==> config.mk <==
export PLATFORM = sky130hd
export DESIGN_NAME = cla_seq_adder
export DESIGN_NICKNAME = d
export VERILOG_FILES = /design/src/rtl/cla_seq_pkg.sv /design/src/rtl/cla4_slice.sv /design/src/rtl/cla_seq_adder.sv
export SDC_FILE = /design/constraint.sdc
export NUM_CORES = 1
export LEC_CHECK = 0
export BUFFER_PORTS_ARGS = -buffer_cell sky130_fd_sc_hd__clkbuf_2
export CAP_MARGIN = 20
export CORE_UTILIZATION = 50
export CTS_BUF_LIST = sky130_fd_sc_hd__clkbuf_4
export CTS_CLUSTER_SIZE = 24
export DETAILED_ROUTE_END_ITERATION = 10
export GPL_ROUTABILITY_DRIVEN = 0
export PLACE_DENSITY = 0.78
export SYNTH_ARGS = -nofsm -noshare
export SYNTH_HDL_FRONTEND = slang
export SYNTH_SLANG_ARGS = --single-unit
==> constraint.sdc <==
create_clock -name clk -period 2.53 [get_ports clk]
set_clock_uncertainty 0.05 [all_clocks]
set_input_delay 0.253 -clock clk [delete_from_list [all_inputs] [get_ports clk]]
set_output_delay 0.253 -clock clk [all_outputs]
set_load 0.02 [all_outputs]
==> src/rtl/cla_seq_pkg.sv <==
// Shared definitions for the nibble-serial carry-lookahead adder.
package cla_seq_pkg;

  localparam int SLICE_W = 4;

  typedef enum logic [1:0] {
    IDLE = 2'd0,
    RUN  = 2'd1,
    DONE = 2'd2
  } state_t;

  // Number of 4-bit slices needed to cover an operand of the given width.
  function automatic int nibble_count(input int width);
    return width / SLICE_W;
  endfunction

endpackage

==> src/rtl/cla4_slice.sv <==
// Purely combinational 4-bit carry-lookahead adder slice.
module cla4_slice
  import cla_seq_pkg::*;
(
  input  logic [SLICE_W-1:0] a,
  input  logic [SLICE_W-1:0] b,
  input  logic               ci,
  output logic [SLICE_W-1:0] s,
  output logic               co
);

  logic [SLICE_W-1:0] g;
  logic [SLICE_W-1:0] p;
  logic [SLICE_W:0]   c;

  // Per-bit generate and propagate terms.
  assign g = a & b;
  assign p = a ^ b;

  // Every carry is expanded directly from g/p and ci, so no carry ripples between bits.
  assign c[0] = ci;
  assign c[1] = g[0] | (p[0] & ci);
  assign c[2] = g[1] | (p[1] & g[0]) | (p[1] & p[0] & ci);
  assign c[3] = g[2] | (p[2] & g[1]) | (p[2] & p[1] & g[0]) | (p[2] & p[1] & p[0] & ci);
  assign c[4] = g[3] | (p[3] & g[2]) | (p[3] & p[2] & g[1]) | (p[3] & p[2] & p[1] & g[0])
              | (p[3] & p[2] & p[1] & p[0] & ci);

  // Sum bits and slice carry-out.
  assign s  = p ^ c[SLICE_W-1:0];
  assign co = c[SLICE_W];

endmodule

==> src/rtl/cla_seq_adder.sv <==
// Sequential adder/subtractor that time-shares one 4-bit CLA slice, LSB nibble first.
module cla_seq_adder
  import cla_seq_pkg::*;
#(
  parameter int WIDTH = 16
) (
  input  logic             clk,
  input  logic             rst,
  input  logic             in_valid,
  output logic             in_ready,
  input  logic [WIDTH-1:0] a,
  input  logic [WIDTH-1:0] b,
  input  logic             sub,
  input  logic             cin,
  output logic             out_valid,
  input  logic             out_ready,
  output logic [WIDTH-1:0] sum,
  output logic             cout,
  output logic             ovf,
  output logic             busy
);

  localparam int NIB   = nibble_count(WIDTH);
  localparam int IDX_W = (NIB > 1) ? $clog2(NIB) : 1;

  state_t state;
  state_t state_next;

  // Operands and result are held as nibble arrays so the index selects a slice directly.
  logic [NIB-1:0][SLICE_W-1:0] a_reg;
  logic [NIB-1:0][SLICE_W-1:0] b_reg;
  logic [NIB-1:0][SLICE_W-1:0] sum_reg;
  logic                        carry_reg;
  logic                        cout_reg;
  logic                        ovf_reg;
  logic [IDX_W-1:0]            idx;

  logic [SLICE_W-1:0] slice_s;
  logic               slice_co;
  logic               last_nib;
  logic               a_msb;
  logic               b_msb;

  assign last_nib = (idx == IDX_W'(NIB - 1));
  assign a_msb    = a_reg[NIB-1][SLICE_W-1];
  assign b_msb    = b_reg[NIB-1][SLICE_W-1];

  cla4_slice u_slice (
    .a  (a_reg[idx]),
    .b  (b_reg[idx]),
    .ci (carry_reg),
    .s  (slice_s),
    .co (slice_co)
  );

  // Next-state and handshake decode; DONE blocks new accepts until the result is taken.
  always_comb begin
    state_next = state;
    in_ready   = 1'b0;
    out_valid  = 1'b0;
    busy       = 1'b0;
    case (state)
      IDLE: begin
        in_ready = 1'b1;
        if (in_valid) state_next = RUN;
      end
      RUN: begin
        busy = 1'b1;
        if (last_nib) state_next = DONE;
      end
      DONE: begin
        busy      = 1'b1;
        out_valid = 1'b1;
        if (out_ready) state_next = IDLE;
      end
      default: state_next = IDLE;
    endcase
  end

  // State register.
  always_ff @(posedge clk) begin
    if (rst) state <= IDLE;
    else     state <= state_next;
  end

  // Operand capture on accept, one nibble per RUN cycle, flags latched on the final nibble.
  always_ff @(posedge clk) begin
    if (rst) begin
      a_reg     <= '0;
      b_reg     <= '0;
      sum_reg   <= '0;
      carry_reg <= 1'b0;
      cout_reg  <= 1'b0;
      ovf_reg   <= 1'b0;
      idx       <= '0;
    end else begin
      case (state)
        IDLE: begin
          if (in_valid) begin
            a_reg     <= a;
            b_reg     <= sub ? ~b : b;
            carry_reg <= sub | cin;
            idx       <= '0;
          end
        end
        RUN: begin
          sum_reg[idx] <= slice_s;
          carry_reg    <= slice_co;
          if (last_nib) begin
            cout_reg <= slice_co;
            ovf_reg  <= (a_msb == b_msb) && (slice_s[SLICE_W-1] != a_msb);
          end else begin
            idx <= idx + IDX_W'(1);
          end
        end
        default: ;
      endcase
    end
  end

  assign sum  = sum_reg;
  assign cout = cout_reg;
  assign ovf  = ovf_reg;

endmodule

Word level (Yosys, flattened, before mapping)
Cells that the tools add are included.

storage, ports and cells
  bits in registers = 55
  input port bits = 38
  logic and storage cells = 90

operators by class
  $add $sub $neg = 1
  $lt $le $gt $ge = 2
  equality and inequality tests = 9
  mux-type cells = 20
  bitwise logic cells = 31
  reductions and logical operators = 10

operators by type and width
  cell                   count
  $and A1 B1 Y1          16
  $bmux W4 S2            2
  $bwmux W16             1
  $mux W16               1
  $not A16 Y16           1
  $mux W4                3
  $or A1 B1 Y1           11
  $mux W2                5
  $demux W4 S2           1
  $ne A2 B2 Y1 const B   4
  $xor A4 B4 Y4          2
  $pmux W2 S3            1
  $reduce_and A2 Y1      3
  $reduce_and A3 Y1      2
  $and A4 B4 Y4          1
  $eq A2 B2 Y1 const B   2
  $mux W1                4
  $pmux W2 S2            1
  $lt A2 B3 Y1 const B   1
  $add A2 B1 Y2 const B  1
  $eq A2 B1 Y1 const B   1
  $ge A2 B1 Y1 const B   1
  $logic_and A1 B1 Y1    2
  $logic_not A2 Y1       1
  other kinds (5)        5

Logic depth before layout (Yosys ltp)
  depth after elaboration = 10
  gate-level depth with buffers = 8
  depth with buffers taken out = 7

Hierarchy
From an unflattened synthesis, not the netlist that was laid out.

second synthesis, totals
  cell total of the unflattened synthesis = 299
  area, all modules = 2720.1 um^2

by module, submodules not included
  module         instances  cells each  area each (um^2)  sequential area each (um^2)
  cla_seq_adder  1          282         2572.5            1101.1
  cla4_slice     1          17          147.6             0.0

Worst setup path before layout
No wires, ideal clock.

  kind = register to register
  start = register idx[0]
  end = register ovf_reg, in the netlist ovf
  arrival = 2.276 ns
  required time = 2.392 ns
  slack = 0.116 ns
  cell stages (with the launch flop) = 9
  clock period less this slack = 2.414 ns
  path through = dfxtp_1 -> buf_4 -> mux4_2 -> ha_1 -> a21o_1 -> a31oi_4 -> xnor2_2 -> nand2_1 -> a311oi_2

on the way
  word-level cells in the longest chain between the ends = 10

ends and longest elaborated chain
  item                                                        RTL line                                  source
  start, declared                                             cla_seq_adder.sv:36                       logic [IDX_W-1:0] idx;
  start signal, assigned                                      cla_seq_adder.sv:113                      idx <= idx + IDX_W'(1);
  $bmux W4 S2 (on tied branches)                              cla_seq_adder.sv:49, cla_seq_adder.sv:50
  $mux W4 (on tied branches)                                  cla_seq_adder.sv:49, cla_seq_adder.sv:50
  $xor A4 B4 Y4 or $and A4 B4 Y4 (tied branches)              cla4_slice.sv:18, cla4_slice.sv:17
  $and A1 B1 Y1                                               cla4_slice.sv:24                          assign c[3] = g[2] | (p[2] & g[1]) | (p[2] & p[1] & g[0]) | (p[2] & p[1] & p[0] & ci);
  $or A1 B1 Y1 or $and A1 B1 Y1 (tied branches) (2 in a row)  cla4_slice.sv:24
  $or A1 B1 Y1                                                cla4_slice.sv:24
  $xor A4 B4 Y4                                               cla4_slice.sv:29                          assign s = p ^ c[SLICE_W-1:0];
  $ne A1 B1 Y1                                                cla_seq_adder.sv:111                      ovf_reg <= (a_msb == b_msb) && (slice_s[SLICE_W-1] != a_msb);
  $logic_and A1 B1 Y1                                         cla_seq_adder.sv:111
  end signal, assigned                                        cla_seq_adder.sv:111
  end, declared                                               cla_seq_adder.sv:35                       logic ovf_reg;

Parallel ways exist; a longest one is shown, timed or not. The select of a mux whose other input is x is not followed.
A chain may end at the register's enable or synchronous reset.

Worst setup path after layout
Ends and elaborated chain as after synthesis.

==> impl_metrics.ini <==
[cts]
clockBufferDepth = 2
postCtsSetupBuffers = 0
path_clk_slew_ps = 150
htreeDepth = 2
root_buffer = clkbuf_4
clock_latency_ps = 370
cts.sink_count = 55
cts_made_buffers = 5
cts_tree = built

[global_route]
antenna_found_initial = 0
grt_max_degree = 49
track_usage_pct = 20.32
grt_overflow = 0
grt_pass1_vias = 1917
grt_pass1_wl_um = 8514

[logic_synthesis]
netlist_area_mm2 = 0.002618
synth.distinct_cells = 35
netlist_instances = 294
syn_nets = 344
synthFlopType = dfxtp_1
synthArstFlopShare_pct = 0
syn_avg_cell_area_um2 = 8.903
ys_seq_area_share_pct = 42.07
synth_seq_cells = 55
synth-warning-count = 0
synth_edf_count = 0

[pwr]
power_density_mw_per_mm2 = 598.7
total_power_w = 0.001792
ir_worst_vdd_uv = 269.6
p_leak_nw = 1.239

[place]
dpl_cell_area_mm2 = 0.002943
port_buffers = 58
dpl.hpwl_um = 3823
preCtsSetupSlack_ps = 34.68

[worst_setup_path]
timing.rr.end = ovf
cp-end-kind = register
cp.required_ps = 2770
crit-reg2reg-launch = idx[0]
reg2reg_depth = 7
cp_max_fo = 6
r2r_slack_ps = 170
critPathKind = register to register
critPathLaunchType = register
cp.arrival_ps = 2600

[floorplanning]
dieArea_mm2 = 0.005529
die_x_um = 74.36
die_h_um = 74.36
core_region_area_mm2 = 0.004880
rows = 25
ios = 59
start_util_pct = 53.64

[timing]
setup_ws_ps = 168.9
period_minus_slack_ps = 2361
setup_tns_ps = 0
rsz0062_at_grt = no
tightest_slew_ps = 583.0
fmax_mhz = 423.5
final_max_slew_viol_count = 0
finalSetupViolations = 0
hold_viol_final = 0
slew_headroom_pct = 60.13
min_period_over_period_pct = 93.32

[hold_path]
hold_class = primary input to register
whs_endpoint = a_reg[3]
holdPathStages = 3
worstHoldStart = a[3]

[run]
cap_viol_max_count = 0

[finish]
largest_reg_flops = 16
layout-drive-gt1-share_pct = 24.64
fin_util_pct = 61.33
fillers = 458
final_area_mm2 = 0.002993
nets = 396
n_antenna_cell = 0
syn_to_final_growth_pct = 14.34

[routing]
post_drt_wl_per_cell_um = 12.41
via_count = 2113
drt_pre_antenna_iters = 4
ant_nets = 0
vias_per_cell = 5.129
wl_um = 5112
drt-initial-drc-count = 63
drc = 0

[status]
status = completed
worst max-delay path, cell delays in order, from the launching register on:
cell	delay, ps
dfxtp_4	420
mux4_2	530
ha_1	300
a21o_1	210
a31oi_4	220
xnor2_2	180
nand2_1	100
a311oi_2	260
worst max path at each step:
stage	startpoint	endpoint	cells after the start
after global placement	idx[0]	ovf	7
after global routing	idx[1]	carry_reg	7
after detailed placement	idx[0]	ovf	7
after CTS	idx[0]	ovf	7
final	idx[0]	ovf	7
after floorplan	idx[0]	ovf	8
per-stage QoR:
stage	std cells	hold slack, ps
2_1_floorplan	294	339.0
3_3_place_gp	406	395.2
3_5_place_dp	406	396.5
4_1_cts	412	28.04
5_1_grt	412	8.849
6_report	412	35.62
report_power, final:
part           total [W]  switching [W]  internal (W)
clock network   0.000357       0.000258     0.0000985
registers       0.000978      0.0000432      0.000935
logic           0.000457       0.000262      0.000195
kinds of logic (layout without fill, tap and decap cells):
group | after synthesis | in the layout | share of synthesized area (%)
simple gates | 101 | 101 | 16.06
compound gates | 67 | 67 | 16.49
flops | 55 | 55 | 42.07
buf+inv | 31 | 82 | 5.449
xor+xnor | 19 | 19 | 6.644
fa+ha+maj | 12 | 12 | 6.023
mux | 9 | 9 | 7.266
final cells by class:
class,count,area [um2],share of cell area (%)
Inverter,11,41.29,1.380
Timing Repair Buffer,65,342.8,11.45
Clock inverter,1,7.507,0.2508
Sequential cell,55,1106,36.96
Multi-Input combinational cell,208,1374,45.90
Tap cell,67,83.83,2.801
Clock buffer,5,37.54,1.254
repair_timing:
| item | 4_1_cts | 5_1_grt |
|---|---|---|
| gates resized for setup | 0 | 3 |
| hold buffers | 0 | 0 |
| endpoints found under the setup margin | 0 | 8 |
cells in the mapped netlist, types with 2 or more instances:
master / n / area share [%]
nand3_1: 6 / 1.1
buf_2: 9 / 1.7
inv_1: 11 / 1.6
ha_1: 11 / 5.3
nor3_1: 2 / 0.38
and2_1: 2 / 0.48
clkbuf_1: 7 / 1.0
a211oi_1: 18 / 5.2
xnor2_1: 17 / 5.7
buf_4: 2 / 0.57
nand2_1: 51 / 7.3
nor2_1: 36 / 5.2
a21o_1: 2 / 0.57
a21oi_1: 36 / 6.9
o21ai_0: 2 / 0.38
mux4_2: 8 / 6.9
a31oi_1: 2 / 0.48
dfxtp_1: 55 / 42
per-layer routing:
layer / vias up / global-route usage (%) / share of wire [%]
met5: - / 0 / 0
met4: 0 / 7.757 / 2.2
met3: 12 / 4.878 / 4.5
met2: 56 / 33.43 / 46
met1: 937 / 25.96 / 47
li1: 1108 / - / -
placed cells by master (no fill, tap or decap):
cell,synthesis,layout
inv_1,11,11
nand4b_1,1,1
a31oi_1,2,2
dfxtp_2,0,1
xnor2_1,17,17
xor2_1,1,1
clkbuf_4,0,5
nand2_1,51,51
a311o_1,1,1
a311oi_2,1,1
clkinvlp_4,0,1
ha_1,11,11
a21oi_1,36,36
xnor2_2,1,1
fa_1,1,1
a311oi_1,1,1
buf_4,2,7
nor2b_1,1,1
nor3_1,2,2
dfxtp_1,55,53
and2_1,2,2
dfxtp_4,0,1
o21ai_0,2,2
nor2_1,36,36
a21o_1,2,2
a211oi_1,18,18
mux2i_1,1,1
a31oi_4,1,1
nand3b_4,1,1
a2111oi_0,1,1
nand3_1,6,6
o22ai_1,1,1
clkbuf_2,0,58
mux4_2,8,8
o41ai_1,1,1
nand2b_1,1,1
Note: power is estimated with default switching activity, not from simulation.
